===== src/rtl/jk_pkg.sv =====
// Shared definitions for the JK bank driver: {j,k} command codes and FSM states.
package jk_pkg;

  localparam logic [1:0] HOLD   = 2'b00;
  localparam logic [1:0] RESET  = 2'b01;
  localparam logic [1:0] SET    = 2'b10;
  localparam logic [1:0] TOGGLE = 2'b11;

  typedef enum logic [1:0] {
    IDLE,
    DRIVE,
    CHECK
  } state_t;

endpackage


===== src/rtl/jk_excite.sv =====
// Per-bit JK excitation: picks the {j,k} command that moves q to target.
// Optional macro JK_TOGGLE_CMD_EN: bits that must change get TOGGLE instead of SET/RESET.
module jk_excite
  import jk_pkg::*;
(
  input  logic q,
  input  logic target,
  input  logic mask,
  output logic j,
  output logic k
);

  logic [1:0] cmd;

  // Hold unless the bit is selected and differs from its target.
  always_comb begin
    cmd = HOLD;
    if (mask && (q != target)) begin
`ifdef JK_TOGGLE_CMD_EN
      cmd = TOGGLE;
`else
      cmd = target ? SET : RESET;
`endif
    end
  end

  assign {j, k} = cmd;

endmodule


===== src/rtl/jk_bank_driver.sv =====
// Command-side controller for a bank of WIDTH JK flip-flops: accepts a target/mask,
// drives one command cycle, checks the bank's q and retries up to MAX_RETRY times.
// Optional macro JK_TOGGLE_CMD_EN (handled in jk_excite) selects TOGGLE commands.
module jk_bank_driver
  import jk_pkg::*;
#(
  parameter int WIDTH     = 8,
  parameter int MAX_RETRY = 3
) (
  input  logic             clk,
  input  logic             rst,
  input  logic             req_valid,
  output logic             req_ready,
  input  logic [WIDTH-1:0] req_target,
  input  logic [WIDTH-1:0] req_mask,
  input  logic [WIDTH-1:0] q_fb,
  output logic [WIDTH-1:0] j,
  output logic [WIDTH-1:0] k,
  output logic             busy,
  output logic             done,
  output logic             err
);

  localparam int CNT_W = (MAX_RETRY < 1) ? 1 : $clog2(MAX_RETRY + 1);

  state_t           state, state_nx;
  logic [WIDTH-1:0] tgt_q, msk_q, tgt_nx, msk_nx;
  logic [WIDTH-1:0] j_nx, k_nx;
  logic [WIDTH-1:0] ex_tgt, ex_msk, ex_j, ex_k;
  logic [CNT_W-1:0] retry_q, retry_nx;
  logic             done_nx, err_nx;

  // In IDLE the commands come from the incoming request; on a retry from the latched one.
  assign ex_tgt = (state == IDLE) ? req_target : tgt_q;
  assign ex_msk = (state == IDLE) ? req_mask   : msk_q;

  for (genvar i = 0; i < WIDTH; i++) begin : g_excite
    jk_excite u_excite (
      .q      (q_fb[i]),
      .target (ex_tgt[i]),
      .mask   (ex_msk[i]),
      .j      (ex_j[i]),
      .k      (ex_k[i])
    );
  end

  assign req_ready = (state == IDLE);
  assign busy      = (state != IDLE);

  // Next-state and next-output decode; commands default to HOLD every cycle.
  always_comb begin
    state_nx = state;
    tgt_nx   = tgt_q;
    msk_nx   = msk_q;
    retry_nx = retry_q;
    j_nx     = '0;
    k_nx     = '0;
    done_nx  = 1'b0;
    err_nx   = 1'b0;
    case (state)
      IDLE: begin
        if (req_valid && req_ready) begin
          tgt_nx   = req_target;
          msk_nx   = req_mask;
          j_nx     = ex_j;
          k_nx     = ex_k;
          retry_nx = '0;
          state_nx = DRIVE;
        end
      end
      DRIVE: begin
        state_nx = CHECK;
      end
      CHECK: begin
        if ((q_fb & msk_q) == (tgt_q & msk_q)) begin
          done_nx  = 1'b1;
          state_nx = IDLE;
        end else if (retry_q < CNT_W'(MAX_RETRY)) begin
          retry_nx = retry_q + CNT_W'(1);
          j_nx     = ex_j;
          k_nx     = ex_k;
          state_nx = DRIVE;
        end else begin
          err_nx   = 1'b1;
          state_nx = IDLE;
        end
      end
      default: begin
        state_nx = IDLE;
      end
    endcase
  end

  // State register.
  always_ff @(posedge clk or posedge rst) begin
    if (rst) state <= IDLE;
    else     state <= state_nx;
  end

  // Datapath registers: commands, status pulses, latched request and retry count.
  always_ff @(posedge clk or posedge rst) begin
    if (rst) begin
      j       <= '0;
      k       <= '0;
      done    <= 1'b0;
      err     <= 1'b0;
      tgt_q   <= '0;
      msk_q   <= '0;
      retry_q <= '0;
    end else begin
      j       <= j_nx;
      k       <= k_nx;
      done    <= done_nx;
      err     <= err_nx;
      tgt_q   <= tgt_nx;
      msk_q   <= msk_nx;
      retry_q <= retry_nx;
    end
  end

endmodule


===== config.mk =====
export PLATFORM = sky130hd
export DESIGN_NAME = jk_bank_driver
export DESIGN_NICKNAME = d
export VERILOG_FILES = /design/src/rtl/jk_pkg.sv /design/src/rtl/jk_excite.sv /design/src/rtl/jk_bank_driver.sv
export SDC_FILE = /design/constraint.sdc
export NUM_CORES = 1
export LEC_CHECK = 0
export CAP_MARGIN = 20
export CORE_UTILIZATION = 35
export CTS_CLUSTER_SIZE = 14
export DETAILED_ROUTE_END_ITERATION = 6
export SLEW_MARGIN = 10
export SYNTH_ARGS = -nofsm -noshare
export SYNTH_HDL_FRONTEND = slang
export SYNTH_HIERARCHICAL = 1
export SYNTH_SLANG_ARGS = --single-unit

===== constraint.sdc =====
create_clock -name clk -period 3.7 [get_ports clk]
set_clock_uncertainty 0.15 [all_clocks]
set_input_delay 0.74 -clock clk [delete_from_list [all_inputs] [get_ports clk]]
set_output_delay 0.74 -clock clk [all_outputs]
set_load 0.05 [all_outputs]

After elaboration in Yosys (flattened, before gate mapping):

Index checks and enable logic that the tools add are counted.

* bits in registers: 38
* input port bits: 27
* output and inout port bits: 20

* add/sub/neg operators: 1
* order comparisons: 1
* equal/unequal tests: 14
* mux-type cells: 39
* bitwise operators: 2
* reduce and logical (&&, ||, !) cells: 14

Operator list (count)
* 8-bit 2-to-1 mux: 8
* 2-bit 2-to-1 mux: 20
* 8-bit one-hot mux with 2 select lines: 2
* 8-bit bitwise AND: 2
* 1-bit logical AND: 9
* 8-bit equality test: 1
* 1-bit inequality test: 8
* 1-bit 2-to-1 mux: 7
* 2-bit one-hot mux with 3 select lines: 1
* 2-bit inequality test (second input constant): 2
* 2-bit one-hot mux with 2 select lines: 1
* 4-bit AND reduction: 1
* 2-bit nonzero test: 2
* 2-bit by 1-bit adder with 2-bit output (second input constant): 1
* 2-bit by 1-bit equality test with 1-bit output (second input constant): 1
* 2-bit equality test (second input constant): 1
* 2-bit logical NOT: 1
* 2-bit less-than comparator (second input constant): 1
* 2-bit by 1-bit inequality test with 1-bit output (second input constant): 1
* 2-bit AND reduction: 1

Logic depth before layout (Yosys ltp):

Gate-level depths: netlist (run 1).

* word-level depth: 8
* mapped depth: 6

By module:

The synthesis (run 1) kept the hierarchy.

By module, submodules not included
* jk_bank_driver: times used 1, cells each 157, area each 1722.9 µm², seq. area each 950.9 µm²
* jk_excite: times used 8, cells each 2, area each 17.5 µm², seq. area each 0.0 µm²

Least setup slack after synthesis (run 1):

OpenSTA, ideal clock, no wires.

* kind: register -> output
* start point: reg state[1]
* end point: out busy
* arrival: 1385 ps
* required time: 2810 ps
* setup slack: 1425 ps
* stages on the path, launching flop included: 5
* path buffers: 2
* path through: dfrtp_1 -> nor2_1 -> buf_2 -> buf_2 -> inv_1

* cells in the longest elaborated chain, start to end: 1

RTL lines
* start: declaration: RTL line jk_bank_driver.sv:26 `state_t state, state_nx;`
* start signal: assignment: RTL line jk_bank_driver.sv:97 `else state <= state_nx;`
* 2-bit nonzero test: RTL line jk_bank_driver.sv:48 `assign busy = (state != IDLE);`
* end: declaration: RTL line jk_bank_driver.sv:19 `output logic busy,`

No other way between the ends.

Final worst setup path (run 1):

* start point: reg state[1]
* end point: out req_ready

* cells in the longest elaborated chain, start to end: 1

RTL lines
* 2-bit logical NOT: RTL line jk_bank_driver.sv:47 `assign req_ready = (state == IDLE);`
* end: declaration: RTL line jk_bank_driver.sv:13 `output logic req_ready,`

No other way between the ends.

==> impl_metrics.toml, run 1 <==
[outcome]
status = "completed"

[power]
power.ir.vdd_worst_mv = 0.2582
power.static_leakage_uw = 0.001197
p_per_area_mw_per_mm2 = 754.0

[critical_path]
critPathCaptureType = "output pin"
crit_path_max_incr_delay_ps = 930
cpLargestDelayFamily = "buffers and inverters"
cp_data_required_time_ps = 2810
timing.rr.end = "j[5]"
worst_setup_path_startpoint = "state[1]"
critical_path_maximum_fanout = 8
start_kind = "flip-flop"
cp.arrival_ps = 2180
timing.setup.critical_path_class = "flip-flop to output pin"
register_to_register_setup_slack_ps = 1130
critical_path.cell_chain = "nor2_1 > clkdlybuf4s50_1"
critical-path-slowest-cell = "clkdlybuf4s50_1"
critical_path.n_buffers_inverters = 1
worstRegToRegCells = 5
worstReg2RegStart = "state[1]"

[sta]
timing.setup.tns_ps = 0
final.period_utilization_pct = 83.06
maxSlewHeadroom_pct = 46.01
rsz0062_at_grt = "false"
hold-worst-slack_ps = 332.4
maxClockFrequency_ghz = 0.3254
hold_viol = 0
drv_slew = 0
worstMarginPinSlew_ps = 809.9
timing.final.setup_violations = 0
final.min_clock_period_ps = 3073

[global_route]
grt_max_degree = 39
first_global_vias = 1288
grt_first_pass_wirelength_um = 6189
total_gr_overflow = 0
grt_antenna_before_repair = 0
groute.usage.overall_pct = 15.38

[layout]
antennaDiodeCount = 0
layout.cells.most_common = "nand2_1"
area.growth.synth_to_final_pct = 32.84
layout.cells.most_common_list = "53 x nand2_1, 46 x clkdlybuf4s50_1, 38 x dfrtp_1"
drive_gt1_share_pct = 17.94
num-nets-final = 251

[logic_synthesis]
syn_avg_cell_area_um2 = 10.77
synth_seq_cells = 38
seq_area_frac_synth_pct = 51.04
yosysUniqueCellTypes = 21
synthesis.area_mm2 = 0.001863
postSynthCellCount = 173
yosysWarningCount = 6
syn_nets = 201

[clock_network]
cts_tree = "yes"
clock_tree.htree_level_count = 2
clk_buf_depth = 2
worst_skew_late_latency_ps = 290
cts_num_sinks = 38
root_buffer_cell = "clkbuf_8"
clk_pin_slew_worst_paths_ps = 70
cts_buffers = 5
holdBufCountCts = 0
post-cts-setup-buffers = 0
cts_repair_resize_count = 0

[placement]
hpwlAfterDp_um = 2407
io_buffer_count = 46
globalplace.congestion = 0.6858

[detailed_routing]
vias_per_cell = 4.509
wirelength_um = 3645
firstDrtPassIters = 4
top_signal_layer_used = "met4"
met3_wirelength_um = 188
drc_errors = 0
drt-met1-wl_um = 1766
route.detailed.wl_per_inst_um = 12.44
drt.antenna.violating_nets = 0
wl_met2_um = 1635
first_iter_violations = 41
dr_total_vias = 1321

[die]
core_area_mm2 = 0.005107
die_width_um = 74.96
rows = 26
die_height_um = 74.96
start_util_pct = 36.48
ios = 47
design.die.area_mm2 = 0.005619

[hold_path]
whs_endpoint = "state[1]"
min_path_cells = 1
hold_path_startpoint = "state[1]"
timing.hold.worst.class = "flip-flop to flip-flop"

[job]
max_cap_violations = 0
-- cell usage after synthesis (all sizes together) --
cell type / n / area [um^2]
nand2: 53 / 198.9
a21oi: 1 / 16.27
dfrtp: 38 / 950.9
ha: 1 / 12.51
and2: 1 / 6.260
and3: 1 / 6.260
buf: 6 / 35.03
nor2: 3 / 11.26
inv: 3 / 11.26
xor2: 8 / 70.07
mux2i: 2 / 20.02
and3b: 16 / 140.1
mux2: 16 / 180.2
nand2b: 1 / 6.260
nor2b: 18 / 135.1
nand4: 1 / 12.51
a22oi: 4 / 50.05
-- cell type report --
cell class | count | area (um^2)
repair buffers | 49 | 483.0
clock buffers | 7 | 76.32
fillers | 490 | 2633
multi-input cells | 126 | 865.8
inverters | 3 | 11.26
well taps | 70 | 87.58
flip-flops and latches | 38 | 950.9
-- metrics by stage --
| step | power (uW) | setup slack [ps] | cell area, um^2 | utilization (%) | cells |
|---|---|---|---|---|---|
| 3_5_place_dp | 1613 | 885.2 | 2399 | 46.96 | 286 |
| 3_3_place_gp | 1603 | 906.5 | 2399 | 46.96 | 286 |
| 4_1_cts | 1887 | 595.8 | 2475 | 48.46 | 293 |
| 5_1_grt | 2012 | 491.9 | 2475 | 48.46 | 293 |
| 6_report | 1866 | 626.6 | 2475 | 48.46 | 293 |
| 2_1_floorplan | 1366 | 1425 | 1863 | - | 173 |
-- kinds of logic (layout without fill, tap and decap cells) --
kind of cell / after synthesis / count (layout) / share of synthesized area, %
AND/OR/NAND/NOR: 94 / 94 / 27.74
flip-flops: 38 / 38 / 51.04
multiplexers: 18 / 18 / 10.75
buffers and inverters: 9 / 59 / 2.485
XOR/XNOR: 8 / 8 / 3.761
AO/OA/AOI/OAI: 5 / 5 / 3.560
adder cells (fa/ha/maj): 1 / 1 / 0.6715
-- power by group --
group	switching, uW	internal, uW	leakage [uW]
Clock	139	130	0.0000383
Sequential	95.5	548	0.000499
Combinational	540	414	0.000660
Total	775	1090	0.00120
-- sequential cells by signal, indices dropped and copies added, names as in the netlist --
signal and cells:
j 8, k 8, msk_q 8, tgt_q 8, retry_q 2, state 2
done 1, err 1
-- worst max path at each step --
| stage | depth (start not counted) | slack [ps] | end |
|---|---|---|---|
| after global routing | 2 | 490 | req_ready |
| after global placement | 6 | 910 | k[5] |
| after floorplan | 4 | 1430 | busy |
| after detailed placement | 6 | 890 | k[2] |
| after CTS | 2 | 600 | req_ready |
| final | 2 | 630 | req_ready |
-- worst reg2reg max path, stage by stage, from the launching register on --
cell	delay (ps)
dfrtp_1	410
nor2_1	560
buf_4	270
and2_1	670
a21oi_4	260
nor2b_1	180
-- layer usage --
metal	vias up	track usage, %
met1	625	20.53
met2	31	22.92
met3	5	4.819
met4	0	6.918
met5	-	0
li1	660	-
No activity file was read; power rests on OpenSTA's default activity.
==> inputs of run 2 (changes only) <==
==> constraint.sdc (replaced) <==
create_clock -name clk -period 3.2 [get_ports clk]
set_clock_uncertainty 0.15 [all_clocks]
set_input_delay 0.64 -clock clk [delete_from_list [all_inputs] [get_ports clk]]
set_output_delay 0.64 -clock clk [all_outputs]
set_load 0.05 [all_outputs]
==> impl_metrics.toml, run 2 (synthesis gave the netlist of run 1 again) <==
[outcome]
status = "completed"

[die]
design.die.area_mm2 = 0.005619
core_area_mm2 = 0.005107
die_height_um = 74.96
rows = 26
ios = 47
start_util_pct = 36.48
die_width_um = 74.96

[placement]
hpwlAfterDp_um = 2512
post_dp_cell_area_mm2 = 0.002416
placed_cells = 287
io_buffer_count = 46
globalplace.congestion = 0.7404

[global_route]
grt_antenna_before_repair = 0
grt_first_pass_wirelength_um = 6210
groute.usage.overall_pct = 15.18
grt_max_degree = 39
total_gr_overflow = 0
first_global_vias = 1287

[critical_path]
worstRegToRegCells = 5
worstReg2RegStart = "state[1]"
worst_setup_path_startpoint = "state[1]"
cp_data_required_time_ps = 2410
critical_path_maximum_fanout = 4
critPathCaptureType = "output pin"
cp.arrival_ps = 1630
timing.setup.critical_path_class = "flip-flop to output pin"
start_kind = "flip-flop"
register_to_register_setup_slack_ps = 1300
timing.rr.end = "retry_q[0]"

[detailed_routing]
wirelength_um = 3655
route.detailed.wl_per_inst_um = 12.39
vias_per_cell = 4.407
drt.antenna.violating_nets = 0
drc_errors = 0
first_iter_violations = 37
firstDrtPassIters = 4
dr_total_vias = 1300

[clock_network]
clock_tree.htree_level_count = 2
cts_buffers = 5
post-cts-setup-buffers = 0
clk_pin_slew_worst_paths_ps = 70
holdBufCountCts = 0
worst_skew_late_latency_ps = 290
cts_tree = "yes"
cts_repair_resize_count = 0
clk_buf_depth = 2
cts_num_sinks = 38
root_buffer_cell = "clkbuf_8"

[layout]
final_cells = 295
layout.cells.most_common_list = "53 x nand2_1, 45 x clkdlybuf4s50_1, 38 x dfrtp_1"
antennaDiodeCount = 0
fillers = 504
layout.cells.most_common = "nand2_1"
num-nets-final = 252
area.growth.synth_to_final_pct = 34.59
drive_gt1_share_pct = 19.56
layout.core_utilization_pct = 49.09
postLayoutCellArea_mm2 = 0.002507

[job]
max_cap_violations = 0

[sta]
drv_slew = 0
timing.setup.tns_ps = 0
maxSlewHeadroom_pct = 57.35
hold-worst-slack_ps = 326.3
final.min_clock_period_ps = 2421
maxClockFrequency_ghz = 0.4131
timing.final.setup_violations = 0
rsz0062_at_grt = "false"
final.period_utilization_pct = 75.64
worstMarginPinSlew_ps = 638.2
hold_viol = 0

[hold_path]
hold_path_startpoint = "state[1]"
min_path_cells = 1
whs_endpoint = "state[1]"
timing.hold.worst.class = "flip-flop to flip-flop"

[power]
power.share.sequential_pct = 33.8
p_per_area_mw_per_mm2 = 880.0
power_switching_uw = 897.7
power.ir.vdd_worst_mv = 0.3239
power.share.combinational_pct = 50.9
power.static_leakage_uw = 0.001218
switching_share_pct = 40.69
clk_pwr_share_pct = 15.4
internal_power_uw = 1309
run 2: changes by cell type in the layout (fill, tap and decap cells not counted):
cell,previous run,this run
clkbuf_8,5,6
clkdlybuf4s50_1,46,45
clkbuf_1,2,1
buf_12,0,1
clkinv_2,0,1
buf_4,3,4
run 2: routing by layer:
| layer | vias to the layer above | part of all wire, % | global-route usage (%) |
|---|---|---|---|
| li1 | 661 | - | - |
| met1 | 605 | 49 | 21.23 |
| met2 | 29 | 44 | 22.22 |
| met3 | 5 | 4.9 | 4.953 |
| met4 | 0 | 1.3 | 5.031 |
| met5 | - | 0 | 0 |
run 2: cell type report:
cell class              count  area [um^2]  area share [%]
multi-input cells         126        865.8           34.53
clock buffers               7        86.33           3.443
well taps                  70        87.58           3.493
flip-flops and latches     38        950.9           37.92
inverters                   3        11.26          0.4491
repair buffers             50        500.5           19.96
clock inverters             1        5.005          0.1996
run 2: worst max-delay path by stage:
stage / endpoint / cells past startpoint
2_1_floorplan: busy / 4
3_3_place_gp: k[3] / 7
3_5_place_dp: k[2] / 7
4_1_cts: busy / 3
5_1_grt: busy / 3
6_report: busy / 3
run 2: worst max-delay path: stages (launching register included):
cell and delay [ps]:
dfrtp_1 410, nor2_1 180, inv_1 50, clkdlybuf4s50_1 690
run 2: power groups by stage:
stage          combinational, uW  sequential (uW)  clock (uW)
3_3_place_gp                1130              752           0
4_1_cts                     1140              748         353
2_1_floorplan                721              859           0
3_5_place_dp                1140              755           0
5_1_grt                     1230              767         372
6_report                    1120              745         339
run 2: through the flow:
stage	setup slack, ps	total power [uW]
2_1_floorplan	1025	1580
6_report	779.4	2206
3_5_place_dp	645.7	1895
5_1_grt	676.5	2369
3_3_place_gp	682.8	1881
4_1_cts	761.4	2243
==> inputs of run 3 (changes only) <==
==> constraint.sdc (replaced) <==
create_clock -name clk -period 2.2 [get_ports clk]
set_clock_uncertainty 0.15 [all_clocks]
set_input_delay 0.44 -clock clk [delete_from_list [all_inputs] [get_ports clk]]
set_output_delay 0.44 -clock clk [all_outputs]
set_load 0.05 [all_outputs]
==> impl_metrics.toml, run 3 (synthesis gave the netlist of run 1 again) <==
[placement]
io_buffer_count = 46
hpwlAfterDp_um = 2620
globalplace.congestion = 0.7770

[critical_path]
worstReg2RegStart = "state[1]"
critical_path_maximum_fanout = 1
critical_path.cell_chain = "clkdlybuf4s50_1"
critPathCaptureType = "output pin"
worst_setup_path_startpoint = "j[0]"
cp_data_required_time_ps = 1610
timing.rr.end = "j[7]"
cpLargestDelayFamily = "buffers and inverters"
critical_path.n_buffers_inverters = 1
start_kind = "flip-flop"
critical-path-slowest-cell = "clkdlybuf4s50_1"
cp.arrival_ps = 1430
crit_path_max_incr_delay_ps = 800
timing.setup.critical_path_class = "flip-flop to output pin"
worstRegToRegCells = 5
register_to_register_setup_slack_ps = 470

[detailed_routing]
drt.antenna.violating_nets = 0
first_iter_violations = 79
firstDrtPassIters = 4
route.detailed.wl_per_inst_um = 12.21
wirelength_um = 3674
vias_per_cell = 4.409
dr_total_vias = 1327
drc_errors = 0

[power]
power.ir.vdd_worst_mv = 0.4929
power.static_leakage_uw = 0.001261
p_per_area_mw_per_mm2 = 1316

[layout]
layout.core_utilization_pct = 50.54
layout.cells.most_common = "nand2_1"
layout.cells.most_common_list = "53 x nand2_1, 44 x clkdlybuf4s50_1, 38 x dfrtp_1"
area.growth.synth_to_final_pct = 38.55
drive_gt1_share_pct = 22.51
antennaDiodeCount = 0
num-nets-final = 258

[job]
max_cap_violations = 0

[clock_network]
clk_pin_slew_worst_paths_ps = 80
cts_buffers = 5
clk_buf_depth = 2
cts_num_sinks = 38
clock_tree.htree_level_count = 2
root_buffer_cell = "clkbuf_8"
post-cts-setup-buffers = 0
holdBufCountCts = 0
cts_repair_resize_count = 0
cts_tree = "yes"
worst_skew_late_latency_ps = 280

[die]
ios = 47
core_area_mm2 = 0.005107
start_util_pct = 36.48
die_height_um = 74.96
die_width_um = 74.96
rows = 26
design.die.area_mm2 = 0.005619

[global_route]
first_global_vias = 1316
grt_antenna_before_repair = 0
grt_first_pass_wirelength_um = 6175
grt_max_degree = 39
groute.usage.overall_pct = 15.09
total_gr_overflow = 0

[outcome]
status = "completed"

[sta]
final.period_utilization_pct = 91.85
timing.setup.tns_ps = 0
worstMarginPinSlew_ps = 498.6
timing.final.setup_violations = 0
rsz0062_at_grt = "false"
hold_viol = 0
maxClockFrequency_ghz = 0.4949
final.min_clock_period_ps = 2021
drv_slew = 0
maxSlewHeadroom_pct = 66.66

[hold_path]
min_path_cells = 1
timing.hold.worst.class = "flip-flop to flip-flop"
whs_endpoint = "state[1]"
hold_path_startpoint = "state[1]"
[run 3: changes by cell type in the layout (fill, tap and decap cells not counted)]
cell,change
clkinv_2,-1
clkdlybuf4s50_1,-1
clkbuf_8,+2
clkbuf_1,-1
buf_4,+6
buf_12,+1
[run 3: area by class of cell]
cell class / count / area (um^2)
multi-input cells: 126 / 865.8
well taps: 70 / 87.58
repair buffers: 56 / 555.5
fillers: 477 / 2526
flip-flops and latches: 38 / 950.9
clock buffers: 8 / 110.1
inverters: 3 / 11.26
[run 3: worst max-delay path by stage]
stage                  to  slack [ps]  cells past startpoint
6_report             j[0]         180                      1
5_1_grt              j[0]         130                      1
4_1_cts              j[0]         170                      1
3_5_place_dp   retry_q[0]          30                      7
3_3_place_gp   retry_q[1]          40                      7
2_1_floorplan        j[0]         190                      6
[run 3: where the power goes]
| group | switching [uW] | internal [uW] |
|---|---|---|
| clock network | 237 | 316 |
| logic | 935 | 830 |
| registers | 157 | 922 |
| total | 1330 | 2070 |
[run 3: metal layers]
layer	vias up	global-route usage, %	wire length (um)
li1	674	-	-
met1	617	21.19	1860
met2	31	22.52	1604
met3	5	2.945	148
met4	0	6.918	61
met5	-	0	0
[run 3: stage by stage]
step                total power (uW)  instances  area, um^2  setup slack, ps  hold WS [ps]
finish                          3397        301        2581            179.3         325.5
global route                    3642        301        2581            131.0         350.1
CTS                             3442        301        2581            167.6         329.1
detailed placement              2875        293        2471            26.44         317.2
global placement                2862        293        2471            36.85         310.1
floorplan                       2298        173        1863            186.7         289.7
